`src/rtl/bnn_pkg.sv`:
```
// Shared sizing constants and scheduler state encoding for the BNN convolution stage.
package bnn_pkg;

  localparam int IMG_DIM = 28;
  localparam int K       = 3;
  localparam int N_FILT  = 8;
  localparam int MAX_OUT = 2;

  localparam int OUT_DIM = IMG_DIM - K + 1;
  localparam int CW      = $clog2(IMG_DIM);
  localparam int FW      = $clog2(N_FILT);

  typedef enum logic [2:0] {
    IDLE      = 3'd0,
    WAIT_LOAD = 3'd1,
    ISSUE     = 3'd2,
    DRAIN     = 3'd3,
    FINISH    = 3'd4
  } sched_state_t;

endpackage

```
`src/rtl/win_counter.sv`:
```
// Nested filter/row/col window counter; col is innermost and filter outermost.
module win_counter
  import bnn_pkg::*;
(
  input  logic          clk,
  input  logic          reset,
  input  logic          clr_i,
  input  logic          inc_i,
  output logic [FW-1:0] filt_o,
  output logic [CW-1:0] row_o,
  output logic [CW-1:0] col_o,
  output logic          last_o
);

  localparam logic [CW-1:0] DIM_MAX  = CW'(OUT_DIM - 1);
  localparam logic [FW-1:0] FILT_MAX = FW'(N_FILT - 1);

  logic [FW-1:0] filt_q, filt_d;
  logic [CW-1:0] row_q, row_d;
  logic [CW-1:0] col_q, col_d;

  always_comb begin
    filt_d = filt_q;
    row_d  = row_q;
    col_d  = col_q;
    if (clr_i) begin
      filt_d = '0;
      row_d  = '0;
      col_d  = '0;
    end else if (inc_i) begin
      if (col_q == DIM_MAX) begin
        col_d = '0;
        if (row_q == DIM_MAX) begin
          row_d  = '0;
          filt_d = (filt_q == FILT_MAX) ? '0 : filt_q + FW'(1);
        end else begin
          row_d = row_q + CW'(1);
        end
      end else begin
        col_d = col_q + CW'(1);
      end
    end
  end

  always_ff @(posedge clk) begin
    if (reset) begin
      filt_q <= '0;
      row_q  <= '0;
      col_q  <= '0;
    end else begin
      filt_q <= filt_d;
      row_q  <= row_d;
      col_q  <= col_d;
    end
  end

  assign filt_o = filt_q;
  assign row_o  = row_q;
  assign col_o  = col_q;
  assign last_o = (filt_q == FILT_MAX) && (row_q == DIM_MAX) && (col_q == DIM_MAX);

endmodule

```
`src/rtl/conv_sched.sv`:
```
// Convolution window sequencer: issues every (filter,row,col) window to the datapath with
// bounded outstanding requests and writes the in-order result bits back to the feature map.
module conv_sched
  import bnn_pkg::*;
(
  input  logic          clk,
  input  logic          reset,
  input  logic          start,
  input  logic          load_done,
  output logic          busy,
  output logic          done,
  output logic          err,
  output logic          win_valid,
  input  logic          win_ready,
  output logic [FW-1:0] win_filt,
  output logic [CW-1:0] win_row,
  output logic [CW-1:0] win_col,
  input  logic          res_valid,
  input  logic          res_bit,
  output logic          fm_we,
  output logic [FW-1:0] fm_filt,
  output logic [CW-1:0] fm_row,
  output logic [CW-1:0] fm_col,
  output logic          fm_bit
);

  localparam int             IW        = $clog2(MAX_OUT + 1);
  localparam logic [IW-1:0]  MAX_OUT_C = IW'(MAX_OUT);

  sched_state_t  state_q, state_d;
  logic [IW-1:0] inflight_q, inflight_d;
  logic          err_q;
  logic          wr_done_q;

  logic          fm_we_q;
  logic          fm_bit_q;
  logic [FW-1:0] fm_filt_q;
  logic [CW-1:0] fm_row_q;
  logic [CW-1:0] fm_col_q;

  logic          launch;
  logic          accept;
  logic          res_ok;
  logic          iss_last;
  logic          wr_last;
  logic [FW-1:0] wr_filt;
  logic [CW-1:0] wr_row;
  logic [CW-1:0] wr_col;

  assign launch    = (state_q == IDLE) && start;
  assign win_valid = (state_q == ISSUE) && (inflight_q < MAX_OUT_C);
  assign accept    = win_valid && win_ready;
  // A result only counts when something is outstanding; anything else is spurious.
  assign res_ok    = res_valid && (inflight_q != '0);

  win_counter u_iss_cnt (
    .clk    (clk),
    .reset  (reset),
    .clr_i  (launch),
    .inc_i  (accept),
    .filt_o (win_filt),
    .row_o  (win_row),
    .col_o  (win_col),
    .last_o (iss_last)
  );

  win_counter u_wr_cnt (
    .clk    (clk),
    .reset  (reset),
    .clr_i  (launch),
    .inc_i  (res_ok),
    .filt_o (wr_filt),
    .row_o  (wr_row),
    .col_o  (wr_col),
    .last_o (wr_last)
  );

  always_comb begin
    state_d = state_q;
    unique case (state_q)
      IDLE:      if (start)              state_d = WAIT_LOAD;
      WAIT_LOAD: if (load_done)          state_d = ISSUE;
      ISSUE:     if (accept && iss_last) state_d = DRAIN;
      DRAIN:     if (wr_done_q && (inflight_q == '0)) state_d = FINISH;
      FINISH:                            state_d = IDLE;
      default:                           state_d = IDLE;
    endcase
  end

  always_comb begin
    inflight_d = inflight_q;
    if (accept && !res_ok) begin
      inflight_d = inflight_q + IW'(1);
    end else if (!accept && res_ok) begin
      inflight_d = inflight_q - IW'(1);
    end
  end

  always_ff @(posedge clk) begin
    if (reset) begin
      state_q    <= IDLE;
      inflight_q <= '0;
      err_q      <= 1'b0;
      wr_done_q  <= 1'b0;
      fm_we_q    <= 1'b0;
      fm_bit_q   <= 1'b0;
      fm_filt_q  <= '0;
      fm_row_q   <= '0;
      fm_col_q   <= '0;
    end else begin
      state_q    <= state_d;
      inflight_q <= inflight_d;
      fm_we_q    <= res_ok;
      if (res_valid && !res_ok) begin
        err_q <= 1'b1;
      end
      if (launch) begin
        wr_done_q <= 1'b0;
      end else if (res_ok && wr_last) begin
        wr_done_q <= 1'b1;
      end
      // Writeback stage: capture the result with the write-side window it belongs to.
      if (res_ok) begin
        fm_bit_q  <= res_bit;
        fm_filt_q <= wr_filt;
        fm_row_q  <= wr_row;
        fm_col_q  <= wr_col;
      end
    end
  end

  assign busy    = (state_q != IDLE);
  assign done    = (state_q == FINISH);
  assign err     = err_q;
  assign fm_we   = fm_we_q;
  assign fm_bit  = fm_bit_q;
  assign fm_filt = fm_filt_q;
  assign fm_row  = fm_row_q;
  assign fm_col  = fm_col_q;

endmodule

```
`config.mk`:
```
export PLATFORM = sky130hd
export DESIGN_NAME = conv_sched
export DESIGN_NICKNAME = d
export VERILOG_FILES = /design/src/rtl/bnn_pkg.sv /design/src/rtl/win_counter.sv /design/src/rtl/conv_sched.sv
export SDC_FILE = /design/constraint.sdc
export NUM_CORES = 1
export LEC_CHECK = 0
export CORE_MARGIN = 8
export CORE_UTILIZATION = 46
export DETAILED_ROUTE_END_ITERATION = 10
export PLACE_DENSITY = 0.7
export RECOVER_POWER = 50
export SYNTH_ARGS = -nofsm -noshare
export SYNTH_HDL_FRONTEND = slang
export SYNTH_SLANG_ARGS = --single-unit
```
`constraint.sdc`:
```
create_clock -name clk -period 3.4 [get_ports clk]
set_clock_uncertainty 0.2 [all_clocks]
set_input_delay 0.51 -clock clk [delete_from_list [all_inputs] [get_ports clk]]
set_output_delay 0.51 -clock clk [all_outputs]
set_load 0.05 [all_outputs]
```
# --- Word-level counts from Yosys, hierarchy flattened ---
# Index checks and enable logic that the tools add are counted.
word_totals:
  register_bits: 48
  input_bits: 7
op_classes:
  n_mux: 13
  addsub: 8
  eq_ne: 14
  n_lt_le_gt_ge: 1
  n_reduce_logical: 27
op_table:
  columns: ["op", "n"]
  rows:
  - ["$add 5x1->5 const B", 4]
  - ["$eq 5x5->1 const B", 4]
  - ["$mux 5", 4]
  - ["$mux 3", 6]
  - ["$logic_and 1x1->1", 14]
  - ["$pmux 3 s4", 1]
  - ["$eq 3x3->1 const B", 3]
  - ["$add 3x1->3 const B", 2]
  - ["$eq 3x2->1 const B", 2]
  - ["$ne 2x2->1 const B", 3]
  - ["$reduce_and 3->1", 2]
  - ["$mux 2", 2]
  - ["$reduce_and 2->1", 2]
  - ["$reduce_and 4->1", 1]
  - ["$reduce_bool 2->1", 2]
  - ["$eq 3x1->1 const B", 1]
  - ["$logic_not 3->1", 1]
  - ["$reduce_bool 3->1", 1]
  - ["$add 2x1->2 const B", 1]
  - ["$logic_not 1->1", 2]
  - ["$logic_not 2->1", 1]
  - ["$lt 2x2->1 const B", 1]
  - ["$ne 2x1->1 const B", 1]
  - ["$reduce_or 2->1", 1]
  - ["$sub 2x1->2 const B", 1]

# --- Logic depth before layout (Yosys ltp) ---
# Gate-level depths: netlist of the first run.
depth:
  depth_word: 7
  mapped_depth: 8
  ltp_nobuf: 6

# --- Cells and area by module ---
# Synthesis of the first run repeated with hierarchy kept, for this count alone.
unflattened:
  cells_unflattened: 253
  hier_area_um2: 2290.9
modules_own_cells:
  columns: ["mod", "cells_each", "area_per_inst_um2", "n_inst"]
  rows:
  - ["win_counter", 74, 698.2, 2]
  - ["conv_sched", 105, 894.6, 1]

# --- Least setup slack after synthesis of the first run ---
# OpenSTA, ideal clock, no wires.
synth_path:
  path_type: "reg-to-reg"
  from: "reg state_q[1]"
  to: "reg inflight_q[1]"
  synth_period_minus_slack_ns: 2.735
  stages_incl_launch_ff: 8
  arrival_ns: 2.465
  t_required_ns: 3.129
  setup_slack_ns: 0.665
  cell_sequence: "dfxtp_1 buf_4 nor4b_4 and2_2 buf_2 ha_1 or3_2 a21oi_1"
synth_via:
  elab_chain_len: 6
synth_rtl:
  columns: ["element", "line", "rtl"]
  rows:
  - ["start: declaration", "conv_sched.sv:30", "sched_state_t state_q, state_d;"]
  - ["start signal: assignment", "conv_sched.sv:111", "state_q <= state_d;"]
  - ["$eq 3x2->1 (*)", "conv_sched.sv:51", "assign win_valid = (state_q == ISSUE) && (inflight_q < MAX_OUT_C);"]
  - ["$logic_and 1x1->1 (*)", "conv_sched.sv:51", null]
  - ["named net win_valid", "conv_sched.sv:13", "output logic win_valid,"]
  - ["$logic_and 1x1->1 (*)", "conv_sched.sv:52", "assign accept = win_valid && win_ready;"]
  - ["named net accept", "conv_sched.sv:42", "logic accept;"]
  - ["$logic_not 1->1", "conv_sched.sv:94", "end else if (!accept && res_ok) begin"]
  - ["$logic_and 1x1->1", "conv_sched.sv:94", null]
  - ["$reduce_bool 2->1 (no source line)", null, null]
  - ["end signal: assignment", "conv_sched.sv:112", "inflight_q <= inflight_d;"]
  - ["end: declaration", "conv_sched.sv:31", "logic [IW-1:0] inflight_q, inflight_d;"]
# The timed path passes the listed nets; every way through them passes the cells marked *.
# A chain may end at the register's enable or synchronous reset.

# --- Worst setup path after layout of the first run ---
layout_path:
  from: "reg state_q[1]"
  to: "out win_valid"
layout_via:
  elab_chain_len: 2
layout_rtl:
  columns: ["element", "line"]
  rows:
  - ["$eq 3x2->1", "conv_sched.sv:51"]
  - ["$logic_and 1x1->1", "conv_sched.sv:51"]
  - ["end: declaration", "conv_sched.sv:13"]
# No other way between the ends.

==> results of run 1 <==
[stage by stage]
| step | power [mW] | hold slack [ps] | instances |
|---|---|---|---|
| after floorplan | 0.792 | 237 | 247 |
| after global placement | 0.864 | 242 | 329 |
| after detailed placement | 0.868 | 247 | 329 |
| after CTS | 1.18 | 258 | 336 |
| after global routing | 1.22 | 276 | 336 |
| final | 1.16 | 255 | 336 |
[worst reg2reg max path: cells and delay by family, from the launching register on]
family / cells / cell delay [ps]
buf+inv: 1 / 210
flops: 1 / 480
simple gates: 3 / 900
compound gates: 1 / 150
fa+ha+maj: 1 / 270
[state kept, by name (all words and copies together), names as in the netlist]
register          count
wr_done_q             1
err                   1
u_iss_cnt.col_o       5
fm_we                 1
u_wr_cnt.row_o        5
u_wr_cnt.filt_o       3
u_iss_cnt.filt_o      3
fm_row                5
fm_col                5
inflight_q            2
u_iss_cnt.row_o       5
state_q               3
fm_bit                1
u_wr_cnt.col_o        5
fm_filt               3
[synthesized netlist by cell type, drive strengths merged]
library cell | number | area share
nor2 | 25 | 0.044
and3 | 6 | 0.018
and4b | 4 | 0.019
nand2 | 39 | 0.069
and2 | 4 | 0.012
inv | 7 | 0.012
nor4b | 1 | 0.011
nor2b | 1 | 0.0029
nand3b | 3 | 0.011
a21o | 2 | 0.0070
a21oi | 30 | 0.072
ha | 13 | 0.076
o21ai | 5 | 0.012
xnor2 | 3 | 0.012
or3 | 3 | 0.0094
nand3 | 7 | 0.016
clkbuf | 7 | 0.012
a311oi | 1 | 0.0041
nand4 | 8 | 0.030
o21a | 1 | 0.0035
nor3 | 7 | 0.016
a211oi | 2 | 0.0070
nand2b | 1 | 0.0029
xor2 | 14 | 0.057
buf | 5 | 0.012
dfxtp | 48 | 0.45
[placed cells by master, fill, tap and decap left out, types with 4 or more instances in the layout]
cell | synthesis | layout
sky130_fd_sc_hd__nand4_1 | 7 | 7
sky130_fd_sc_hd__ha_1 | 13 | 13
sky130_fd_sc_hd__clkbuf_8 | 0 | 5
sky130_fd_sc_hd__nand3_1 | 7 | 7
sky130_fd_sc_hd__o21ai_0 | 5 | 5
sky130_fd_sc_hd__nor3_1 | 7 | 7
sky130_fd_sc_hd__a21oi_1 | 29 | 29
sky130_fd_sc_hd__nand2_1 | 39 | 39
sky130_fd_sc_hd__and3_1 | 5 | 5
sky130_fd_sc_hd__inv_1 | 7 | 7
sky130_fd_sc_hd__dfxtp_1 | 48 | 48
sky130_fd_sc_hd__clkdlybuf4s50_1 | 0 | 37
sky130_fd_sc_hd__nor2_1 | 25 | 25
sky130_fd_sc_hd__and4b_1 | 4 | 4
sky130_fd_sc_hd__xor2_1 | 14 | 14
[where the power goes]
group | leakage [nW] | total, mW | internal (mW) | switching, mW
Clock | 0.0410 | 0.311 | 0.140 | 0.171
Combinational | 0.556 | 0.237 | 0.0784 | 0.159
Sequential | 0.388 | 0.615 | 0.586 | 0.0299
[cell families after synthesis]
family                     count (synthesis)  share of synthesized area
AOI/OAI and AO/OA                         41                      0.105
xor gates and xnor gates                  17                     0.0697
adders and majority gates                 13                     0.0762
buffers and inverters                     19                     0.0369
DFF                                       48                      0.450
and+or+nand+nor                          109                      0.262
[routing by layer]
| layer | up-vias | routed length [microns] |
|---|---|---|
| met2 | 18 | 2090 |
| li1 | 908 | - |
| met5 | - | 0 |
| met1 | 786 | 2170 |
| met3 | 5 | 159 |
| met4 | 0 | 40 |
[final timing paths]
| path | startpoint | endpoint | depth (start not counted) |
|---|---|---|---|
| worst max-delay path | state_q[1] | win_valid | 3 |
| worst min-delay path | fm_col[0] | fm_col[0] | 2 |
| worst max register to register | state_q[1] | inflight_q[1] | 6 |
| worst min register to register | fm_col[0] | fm_col[0] | 2 |
[layout make-up]
type                    instances  area (sq um)
fillers                       406          1780
inverters                       7          26.3
clock buffers                   6          72.6
well taps                      52          65.1
clock inverters                 1          5.00
flip-flops and latches         48           961
repair buffers                 42           407
multi-input cells             180          1100
==> flow_results.xml, run 1 <==
<?xml version="1.0" encoding="UTF-8"?>
<metrics>
  <group name="setup_path">
    <metric name="critical-path-top-delay-family" unit="">buffers and inverters</metric>
    <metric name="critPathCaptureType" unit="">output port</metric>
    <metric name="setup.worst_path.start_class" unit="">flop</metric>
    <metric name="criticalPathCategory" unit="">reg -&gt; out</metric>
    <metric name="worst-path-buf-inv" unit="">2</metric>
    <metric name="delay_contributed_by_the_slowest_stage_of_the_critical_path" unit="ps">820</metric>
    <metric name="worst_ep_arrival_time" unit="ps">2040</metric>
    <metric name="r2r_setup_slack" unit="ps">1110</metric>
    <metric name="crit_fanout" unit="">10</metric>
    <metric name="crit_path_cell_trace" unit="">nor4b_4 -&gt; buf_4 -&gt; clkdlybuf4s50_1</metric>
    <metric name="crit_path_top_delay_cell" unit="">sky130_fd_sc_hd__clkdlybuf4s50_1</metric>
    <metric name="cp.required" unit="ps">2690</metric>
  </group>
  <group name="clock_network">
    <metric name="post_cts.resized_instances" unit="">0</metric>
    <metric name="cts_tree" unit="">yes</metric>
    <metric name="clock_insertion_delay_worst_skew" unit="ps">290</metric>
    <metric name="cts_max_path_buffers" unit="">2</metric>
    <metric name="cts.htree.levels" unit="">2</metric>
    <metric name="post_cts_buffers" unit="">0</metric>
    <metric name="cts_inserted_buffers" unit="">5</metric>
    <metric name="cts_hold_repair.buffers" unit="">0</metric>
    <metric name="numClockSinks" unit="">48</metric>
    <metric name="clkTransAtPathRegs" unit="ps">80</metric>
    <metric name="cts-root-buf" unit="">sky130_fd_sc_hd__clkbuf_8</metric>
  </group>
  <group name="power">
    <metric name="power-per-cell-area" unit="nW/um^2">442</metric>
    <metric name="leakage_power_figure" unit="nW">0.984</metric>
    <metric name="vdd_drop_max" unit="uV">225</metric>
  </group>
  <group name="outcome">
    <metric name="status" unit="">completed</metric>
  </group>
  <group name="finish">
    <metric name="insertedDiodeCount" unit="">0</metric>
    <metric name="nNetsFinal" unit="">304</metric>
    <metric name="final_util" unit="">0.596</metric>
    <metric name="ratio_of_cells_with_drive_above_1_in_the_final_layout" unit="">0.0528</metric>
    <metric name="layout_overhead_on_the_synthesized_area" unit="%">23.3</metric>
    <metric name="layout.cell_area.non_filler" unit="sq um">2630</metric>
  </group>
  <group name="yosys">
    <metric name="yosysWarningCount" unit="">0</metric>
    <metric name="synthesis.area_per_instance" unit="sq um">8.65</metric>
    <metric name="yosys.cell_types.count" unit="">33</metric>
    <metric name="synth_fp_nets" unit="">267</metric>
    <metric name="ys_seq_elements" unit="">48</metric>
    <metric name="postSynthCellCount" unit="">247</metric>
    <metric name="netlist_area" unit="sq um">2140</metric>
    <metric name="seq_area_frac_synth" unit="">0.450</metric>
  </group>
  <group name="timing">
    <metric name="worst_slew_pin_slew" unit="ps">1040</metric>
    <metric name="total_neg_setup_slack" unit="ps">0</metric>
    <metric name="final_period_minus_worst_setup_slack" unit="ps">2750</metric>
    <metric name="final.period_utilization" unit="">0.810</metric>
    <metric name="report.final.setup_viol" unit="">0</metric>
    <metric name="finalWorstSetupSlack" unit="ps">647</metric>
    <metric name="slew_headroom" unit="">0.306</metric>
    <metric name="grt_setup_unrepaired" unit="">false</metric>
    <metric name="timing.fmax" unit="GHz">0.363</metric>
    <metric name="finalMaxSlewViolations" unit="">0</metric>
    <metric name="timing_hold_violations_final" unit="">0</metric>
  </group>
  <group name="die">
    <metric name="floorplan.die.height" unit="microns">84.1</metric>
    <metric name="chipWidth" unit="microns">84.1</metric>
    <metric name="num_io_pins" unit="">39</metric>
    <metric name="floorplan.rows" unit="">24</metric>
    <metric name="die-area" unit="sq um">7080</metric>
    <metric name="core" unit="sq um">4410</metric>
    <metric name="start_util" unit="">0.484</metric>
  </group>
  <group name="grt">
    <metric name="grt_first_pass_wirelength" unit="mm">7.64</metric>
    <metric name="first_global_vias" unit="">1588</metric>
    <metric name="grt_antenna_before_repair" unit="">0</metric>
    <metric name="track_usage" unit="">0.128</metric>
    <metric name="grt.busiest_layer" unit="">met2</metric>
    <metric name="largest_net_degree_at_the_start_of_global_routing" unit="">25</metric>
    <metric name="use_met2" unit="">0.203</metric>
    <metric name="overflow" unit="">0</metric>
    <metric name="grt_util_met3" unit="">0.0367</metric>
    <metric name="grt_use_met1" unit="">0.164</metric>
  </group>
  <group name="worst_hold_path">
    <metric name="holdCritPathClass" unit="">reg -&gt; reg</metric>
  </group>
  <group name="place">
    <metric name="io_buffer_count" unit="">38</metric>
    <metric name="finalWeightedCongestion" unit="">0.777</metric>
    <metric name="placed_instance_area" unit="sq um">2560</metric>
    <metric name="dpl_worst_slack" unit="ps">808</metric>
    <metric name="dp_hpwl" unit="mm">3.31</metric>
  </group>
  <group name="routing">
    <metric name="detail_route.iter0.violations" unit="">83</metric>
    <metric name="drcViolationCount" unit="">0</metric>
    <metric name="wirelength" unit="mm">4.47</metric>
    <metric name="vias_per_cell" unit="">5.11</metric>
    <metric name="avgRoutedWirePerCell" unit="microns">13.3</metric>
    <metric name="route.antenna.remaining_nets" unit="">0</metric>
    <metric name="detailedRoute.firstPassIterationCount" unit="">4</metric>
    <metric name="via_count" unit="">1717</metric>
  </group>
  <group name="flow_run">
    <metric name="maxCapViolations" unit="">0</metric>
  </group>
</metrics>
(Power assumes the default switching activity.)
==> inputs of run 2 (changes only) <==
- PLACE_DENSITY: 0.7 -> 0.72
- clock period: 3.4 -> 2.3 ns (I/O delays scaled with it)
==> run 2 against run 1 <==
First-iteration DRC count grew 18%. Global-route usage fell by 0.45 points. Clock-buffer cell count unchanged. Sequential cell count stayed put. Critical path type unchanged. Critical endpoint is now win_col[0]. Largest power group unchanged. Highest routed layer unchanged.
==> flow_results.xml, run 2 (synthesis results as in run 1) <==
<?xml version="1.0" encoding="UTF-8"?>
<metrics>
  <group name="setup_path">
    <metric name="critPathCaptureType" unit="">output port</metric>
    <metric name="crit_path_top_delay_cell" unit="">sky130_fd_sc_hd__clkdlybuf4s50_1</metric>
    <metric name="crit_fanout" unit="">5</metric>
    <metric name="worst-path-buf-inv" unit="">1</metric>
    <metric name="critical-path-top-delay-family" unit="">buffers and inverters</metric>
    <metric name="criticalPathCategory" unit="">reg -&gt; out</metric>
    <metric name="worst_ep_arrival_time" unit="ps">1550</metric>
    <metric name="delay_contributed_by_the_slowest_stage_of_the_critical_path" unit="ps">840</metric>
    <metric name="setup.worst_path.start_class" unit="">flop</metric>
    <metric name="crit_path_cell_trace" unit="">clkdlybuf4s50_1</metric>
    <metric name="cp.required" unit="ps">1750</metric>
  </group>
  <group name="finish">
    <metric name="final.fill_count" unit="">399</metric>
    <metric name="layout_overhead_on_the_synthesized_area" unit="%">25.7</metric>
    <metric name="final_common_cell" unit="">sky130_fd_sc_hd__dfxtp_1</metric>
    <metric name="ratio_of_cells_with_drive_above_1_in_the_final_layout" unit="">0.0694</metric>
    <metric name="nNetsFinal" unit="">307</metric>
    <metric name="most-common-layout-cells" unit="">47 x sky130_fd_sc_hd__dfxtp_1, 39 x sky130_fd_sc_hd__nand2_1, 34 x sky130_fd_sc_hd__clkdlybuf4s50_1, 28 x sky130_fd_sc_hd__a21oi_1, 25 x sky130_fd_sc_hd__nor2_1</metric>
    <metric name="number_of_standard_cells_in_the_layout_taps_in_and_fillers_out" unit="">340</metric>
    <metric name="insertedDiodeCount" unit="">0</metric>
  </group>
  <group name="grt">
    <metric name="track_usage" unit="">0.123</metric>
    <metric name="first_global_vias" unit="">1570</metric>
    <metric name="grt_first_pass_wirelength" unit="mm">7.47</metric>
    <metric name="largest_net_degree_at_the_start_of_global_routing" unit="">25</metric>
    <metric name="grt_antenna_before_repair" unit="">0</metric>
    <metric name="overflow" unit="">0</metric>
  </group>
  <group name="clock_network">
    <metric name="post_cts.resized_instances" unit="">0</metric>
    <metric name="numClockSinks" unit="">48</metric>
    <metric name="cts_tree" unit="">yes</metric>
    <metric name="post_cts_buffers" unit="">0</metric>
    <metric name="cts_max_path_buffers" unit="">2</metric>
    <metric name="cts.htree.levels" unit="">2</metric>
    <metric name="clock_insertion_delay_worst_skew" unit="ps">300</metric>
    <metric name="clkTransAtPathRegs" unit="ps">80</metric>
    <metric name="cts-root-buf" unit="">sky130_fd_sc_hd__clkbuf_8</metric>
    <metric name="cts_hold_repair.buffers" unit="">0</metric>
    <metric name="cts_inserted_buffers" unit="">5</metric>
  </group>
  <group name="place">
    <metric name="dpl_worst_slack" unit="ps">210</metric>
    <metric name="io_buffer_count" unit="">38</metric>
    <metric name="finalWeightedCongestion" unit="">0.815</metric>
    <metric name="dp_cells" unit="">332</metric>
    <metric name="dp_hpwl" unit="mm">3.19</metric>
  </group>
  <group name="timing">
    <metric name="grt_setup_unrepaired" unit="">false</metric>
    <metric name="finalMaxSlewViolations" unit="">0</metric>
    <metric name="timing_hold_violations_final" unit="">0</metric>
    <metric name="finalWorstSetupSlack" unit="ps">200</metric>
    <metric name="total_neg_setup_slack" unit="ps">0</metric>
    <metric name="worst_slew_pin_slew" unit="ps">959</metric>
    <metric name="timing.fmax" unit="GHz">0.476</metric>
    <metric name="report.final.setup_viol" unit="">0</metric>
    <metric name="final_period_minus_worst_setup_slack" unit="ps">2100</metric>
    <metric name="final.period_utilization" unit="">0.913</metric>
    <metric name="slew_headroom" unit="">0.360</metric>
  </group>
  <group name="die">
    <metric name="core" unit="sq um">4410</metric>
    <metric name="chipWidth" unit="microns">84.1</metric>
    <metric name="floorplan.rows" unit="">24</metric>
    <metric name="start_util" unit="">0.484</metric>
    <metric name="num_io_pins" unit="">39</metric>
    <metric name="die-area" unit="sq um">7080</metric>
    <metric name="floorplan.die.height" unit="microns">84.1</metric>
  </group>
  <group name="power">
    <metric name="power-per-cell-area" unit="nW/um^2">700</metric>
    <metric name="leakage_power_figure" unit="nW">1.00</metric>
    <metric name="vdd_drop_max" unit="uV">346</metric>
  </group>
  <group name="flow_run">
    <metric name="maxCapViolations" unit="">0</metric>
  </group>
  <group name="outcome">
    <metric name="status" unit="">completed</metric>
  </group>
  <group name="routing">
    <metric name="wirelength" unit="mm">4.44</metric>
    <metric name="detailedRoute.firstPassIterationCount" unit="">4</metric>
    <metric name="drt-met1-wl" unit="mm">2.21</metric>
    <metric name="vias_per_cell" unit="">5.14</metric>
    <metric name="route.antenna.remaining_nets" unit="">0</metric>
    <metric name="met3_length" unit="microns">156</metric>
    <metric name="avgRoutedWirePerCell" unit="microns">13.0</metric>
    <metric name="detail_route.iter0.violations" unit="">98</metric>
    <metric name="via_count" unit="">1748</metric>
    <metric name="drcViolationCount" unit="">0</metric>
    <metric name="topRoutingLayerUsed" unit="">met4</metric>
    <metric name="detailed_routed_wire_length_on_met2" unit="mm">2.01</metric>
  </group>
  <group name="worst_hold_path">
    <metric name="holdCritPathClass" unit="">reg -&gt; reg</metric>
  </group>
</metrics>
[run 2: report_power, final]
group / switching, mW / total [mW] / internal (mW)
sequential: 0.0416 / 0.908 / 0.866
clock: 0.274 / 0.597 / 0.323
combinational: 0.244 / 0.373 / 0.129
[run 2: worst paths after layout]
check                     startpoint                   to  slack [ps]  depth (start not counted)
setup / recovery  u_iss_cnt.col_o[0]           win_col[0]         200                          1
hold / removal             fm_row[3]            fm_row[3]         260                          2
setup reg to reg  u_iss_cnt.col_o[0]  u_iss_cnt.filt_o[0]         250                          5
hold reg to reg            fm_row[3]            fm_row[3]         260                          2
[run 2: routing by layer]
metal  GRT usage  vias up
met4      0.0565        0
met3      0.0280        7
met1       0.160      798
met5           0        -
met2       0.188       27
li1            -      916
[run 2: through the flow]
stage	power (mW)	utilization	instance area [sq um]	hold slack, ps
3_3_place_gp	1.30	0.591	2610	243
5_1_grt	1.97	0.608	2680	269
6_report	1.88	0.608	2680	256
3_5_place_dp	1.31	0.591	2610	247
4_1_cts	1.91	0.615	2720	259
2_1_floorplan	1.19	-	2170	237
[run 2: final cells by class]
cell class / count / area (sq um) / area share
repair buffers: 45 / 423 / 0.158
multi-input cells: 180 / 1100 / 0.410
flip-flops and latches: 48 / 962 / 0.359
clock buffers: 6 / 72.6 / 0.0270
inverters: 7 / 26.3 / 0.00979
clock inverters: 2 / 35.0 / 0.0131
well taps: 52 / 65.1 / 0.0242
==> inputs of run 3 (changes only) <==
- REMOVE_ABC_BUFFERS: default -> 1
==> run 3 against run 2 <==
Core utilization shrank 0.96 points. Clock power is 21% lower. Non-clock buffer count grew 1. First-iteration DRC count up 18%. Worst setup slack got worse by 37 ps.
==> flow_results.xml, run 3 (synthesis results as in run 1) <==
<?xml version="1.0" encoding="UTF-8"?>
<metrics>
  <group name="outcome">
    <metric name="status" unit="">completed</metric>
  </group>
  <group name="routing">
    <metric name="vias_per_cell" unit="">5.15</metric>
    <metric name="detail_route.iter0.violations" unit="">116</metric>
    <metric name="drcViolationCount" unit="">0</metric>
    <metric name="route.antenna.remaining_nets" unit="">0</metric>
    <metric name="via_count" unit="">1752</metric>
    <metric name="avgRoutedWirePerCell" unit="microns">13.3</metric>
    <metric name="wirelength" unit="mm">4.52</metric>
    <metric name="detailedRoute.firstPassIterationCount" unit="">4</metric>
  </group>
  <group name="setup_path">
    <metric name="crit_path_cell_trace" unit="">clkdlybuf4s50_1</metric>
    <metric name="critPathCaptureType" unit="">output port</metric>
    <metric name="setup.worst_path.start_class" unit="">flop</metric>
    <metric name="cp.required" unit="ps">1750</metric>
    <metric name="worst-path-buf-inv" unit="">1</metric>
    <metric name="worst_ep_arrival_time" unit="ps">1590</metric>
    <metric name="criticalPathCategory" unit="">reg -&gt; out</metric>
    <metric name="delay_contributed_by_the_slowest_stage_of_the_critical_path" unit="ps">850</metric>
    <metric name="crit_fanout" unit="">5</metric>
    <metric name="critical-path-top-delay-family" unit="">buffers and inverters</metric>
    <metric name="crit_path_top_delay_cell" unit="">sky130_fd_sc_hd__clkdlybuf4s50_1</metric>
  </group>
  <group name="timing">
    <metric name="finalMaxSlewViolations" unit="">0</metric>
    <metric name="slew_headroom" unit="">0.367</metric>
    <metric name="final_period_minus_worst_setup_slack" unit="ps">2140</metric>
    <metric name="finalWorstSetupSlack" unit="ps">163</metric>
    <metric name="total_neg_setup_slack" unit="ps">0</metric>
    <metric name="grt_setup_unrepaired" unit="">false</metric>
    <metric name="hold-worst-slack" unit="ps">257</metric>
    <metric name="report.final.setup_viol" unit="">0</metric>
    <metric name="worst_slew_pin_slew" unit="ps">949</metric>
    <metric name="timing.fmax" unit="GHz">0.468</metric>
    <metric name="timing_hold_violations_final" unit="">0</metric>
    <metric name="final.period_utilization" unit="">0.929</metric>
  </group>
  <group name="place">
    <metric name="io_buffer_count" unit="">38</metric>
    <metric name="finalWeightedCongestion" unit="">0.776</metric>
    <metric name="dp_cells" unit="">333</metric>
    <metric name="dp_hpwl" unit="mm">3.27</metric>
    <metric name="dpl_worst_slack" unit="ps">72.0</metric>
  </group>
  <group name="finish">
    <metric name="nNetsFinal" unit="">308</metric>
    <metric name="number_of_standard_cells_in_the_layout_taps_in_and_fillers_out" unit="">340</metric>
    <metric name="insertedDiodeCount" unit="">0</metric>
    <metric name="most-common-layout-cells" unit="">48 x sky130_fd_sc_hd__dfxtp_1, 39 x sky130_fd_sc_hd__nand2_1, 34 x sky130_fd_sc_hd__clkdlybuf4s50_1, 29 x sky130_fd_sc_hd__a21oi_1, 25 x sky130_fd_sc_hd__nor2_1</metric>
    <metric name="final_common_cell" unit="">sky130_fd_sc_hd__dfxtp_1</metric>
    <metric name="layout_overhead_on_the_synthesized_area" unit="%">23.7</metric>
    <metric name="ratio_of_cells_with_drive_above_1_in_the_final_layout" unit="">0.0625</metric>
    <metric name="final.fill_count" unit="">402</metric>
  </group>
  <group name="die">
    <metric name="die-area" unit="sq um">7080</metric>
    <metric name="chipWidth" unit="microns">84.1</metric>
    <metric name="floorplan.rows" unit="">24</metric>
    <metric name="start_util" unit="">0.484</metric>
    <metric name="floorplan.die.height" unit="microns">84.1</metric>
    <metric name="num_io_pins" unit="">39</metric>
    <metric name="core" unit="sq um">4410</metric>
  </group>
  <group name="grt">
    <metric name="grt_antenna_before_repair" unit="">0</metric>
    <metric name="grt_first_pass_wirelength" unit="mm">7.80</metric>
    <metric name="largest_net_degree_at_the_start_of_global_routing" unit="">25</metric>
    <metric name="overflow" unit="">0</metric>
    <metric name="first_global_vias" unit="">1674</metric>
    <metric name="track_usage" unit="">0.130</metric>
  </group>
  <group name="clock_network">
    <metric name="cts_max_path_buffers" unit="">2</metric>
    <metric name="clock_insertion_delay_worst_skew" unit="ps">300</metric>
    <metric name="post_cts.resized_instances" unit="">0</metric>
    <metric name="cts_tree" unit="">yes</metric>
    <metric name="clkTransAtPathRegs" unit="ps">80</metric>
    <metric name="cts_hold_repair.buffers" unit="">0</metric>
    <metric name="cts.htree.levels" unit="">2</metric>
    <metric name="post_cts_buffers" unit="">0</metric>
    <metric name="numClockSinks" unit="">48</metric>
    <metric name="cts-root-buf" unit="">sky130_fd_sc_hd__clkbuf_8</metric>
    <metric name="cts_inserted_buffers" unit="">5</metric>
  </group>
  <group name="power">
    <metric name="totalPowerFinal" unit="mW">1.74</metric>
    <metric name="leakage_power_figure" unit="nW">0.992</metric>
    <metric name="power-per-cell-area" unit="nW/um^2">660</metric>
    <metric name="vdd_drop_max" unit="uV">284</metric>
  </group>
  <group name="worst_hold_path">
    <metric name="holdCritPathClass" unit="">reg -&gt; reg</metric>
  </group>
  <group name="flow_run">
    <metric name="maxCapViolations" unit="">0</metric>
  </group>
</metrics>
run 3: cell count changes in the layout (fill, tap and decap cells not counted), sizes merged:
cell and delta:
buf +1, bufinv -1
run 3: path summary, 6_finish.rpt:
path	startpoint	endpoint	slack, ps	cells after the start
min reg2reg	fm_row[1]	fm_row[1]	260	2
max reg2reg	inflight_q[1]	inflight_q[1]	250	5
min	fm_row[1]	fm_row[1]	260	2
max	u_iss_cnt.col_o[0]	win_col[0]	160	1
run 3: routing by layer:
layer | wire [microns] | GRT usage | vias to the layer above
li1 | - | - | 916
met1 | 2200 | 0.166 | 797
met2 | 1940 | 0.198 | 33
met3 | 292 | 0.0386 | 6
met4 | 81 | 0.0565 | 0
met5 | 0 | 0 | -
run 3: per-stage QoR:
stage / util / cell area [sq um]
floorplan: - / 2080
global placement: 0.588 / 2590
detailed placement: 0.588 / 2590
CTS: 0.605 / 2670
global route: 0.598 / 2640
finish: 0.598 / 2640
run 3: layout make-up:
class	count	area (sq um)	area share
inverter	7	26.3	0.00995
timing repair buffer	46	430	0.163
sequential	48	961	0.364
clock inverter	1	5.00	0.00189
tap	52	65.1	0.0246
clock buffer	6	72.6	0.0275
multi-input combinational	180	1080	0.409
run 3: where the power goes:
group,switching (mW),total [mW],internal [mW]
registers,0.0393,0.905,0.866
clock network,0.264,0.471,0.207
logic,0.245,0.366,0.121
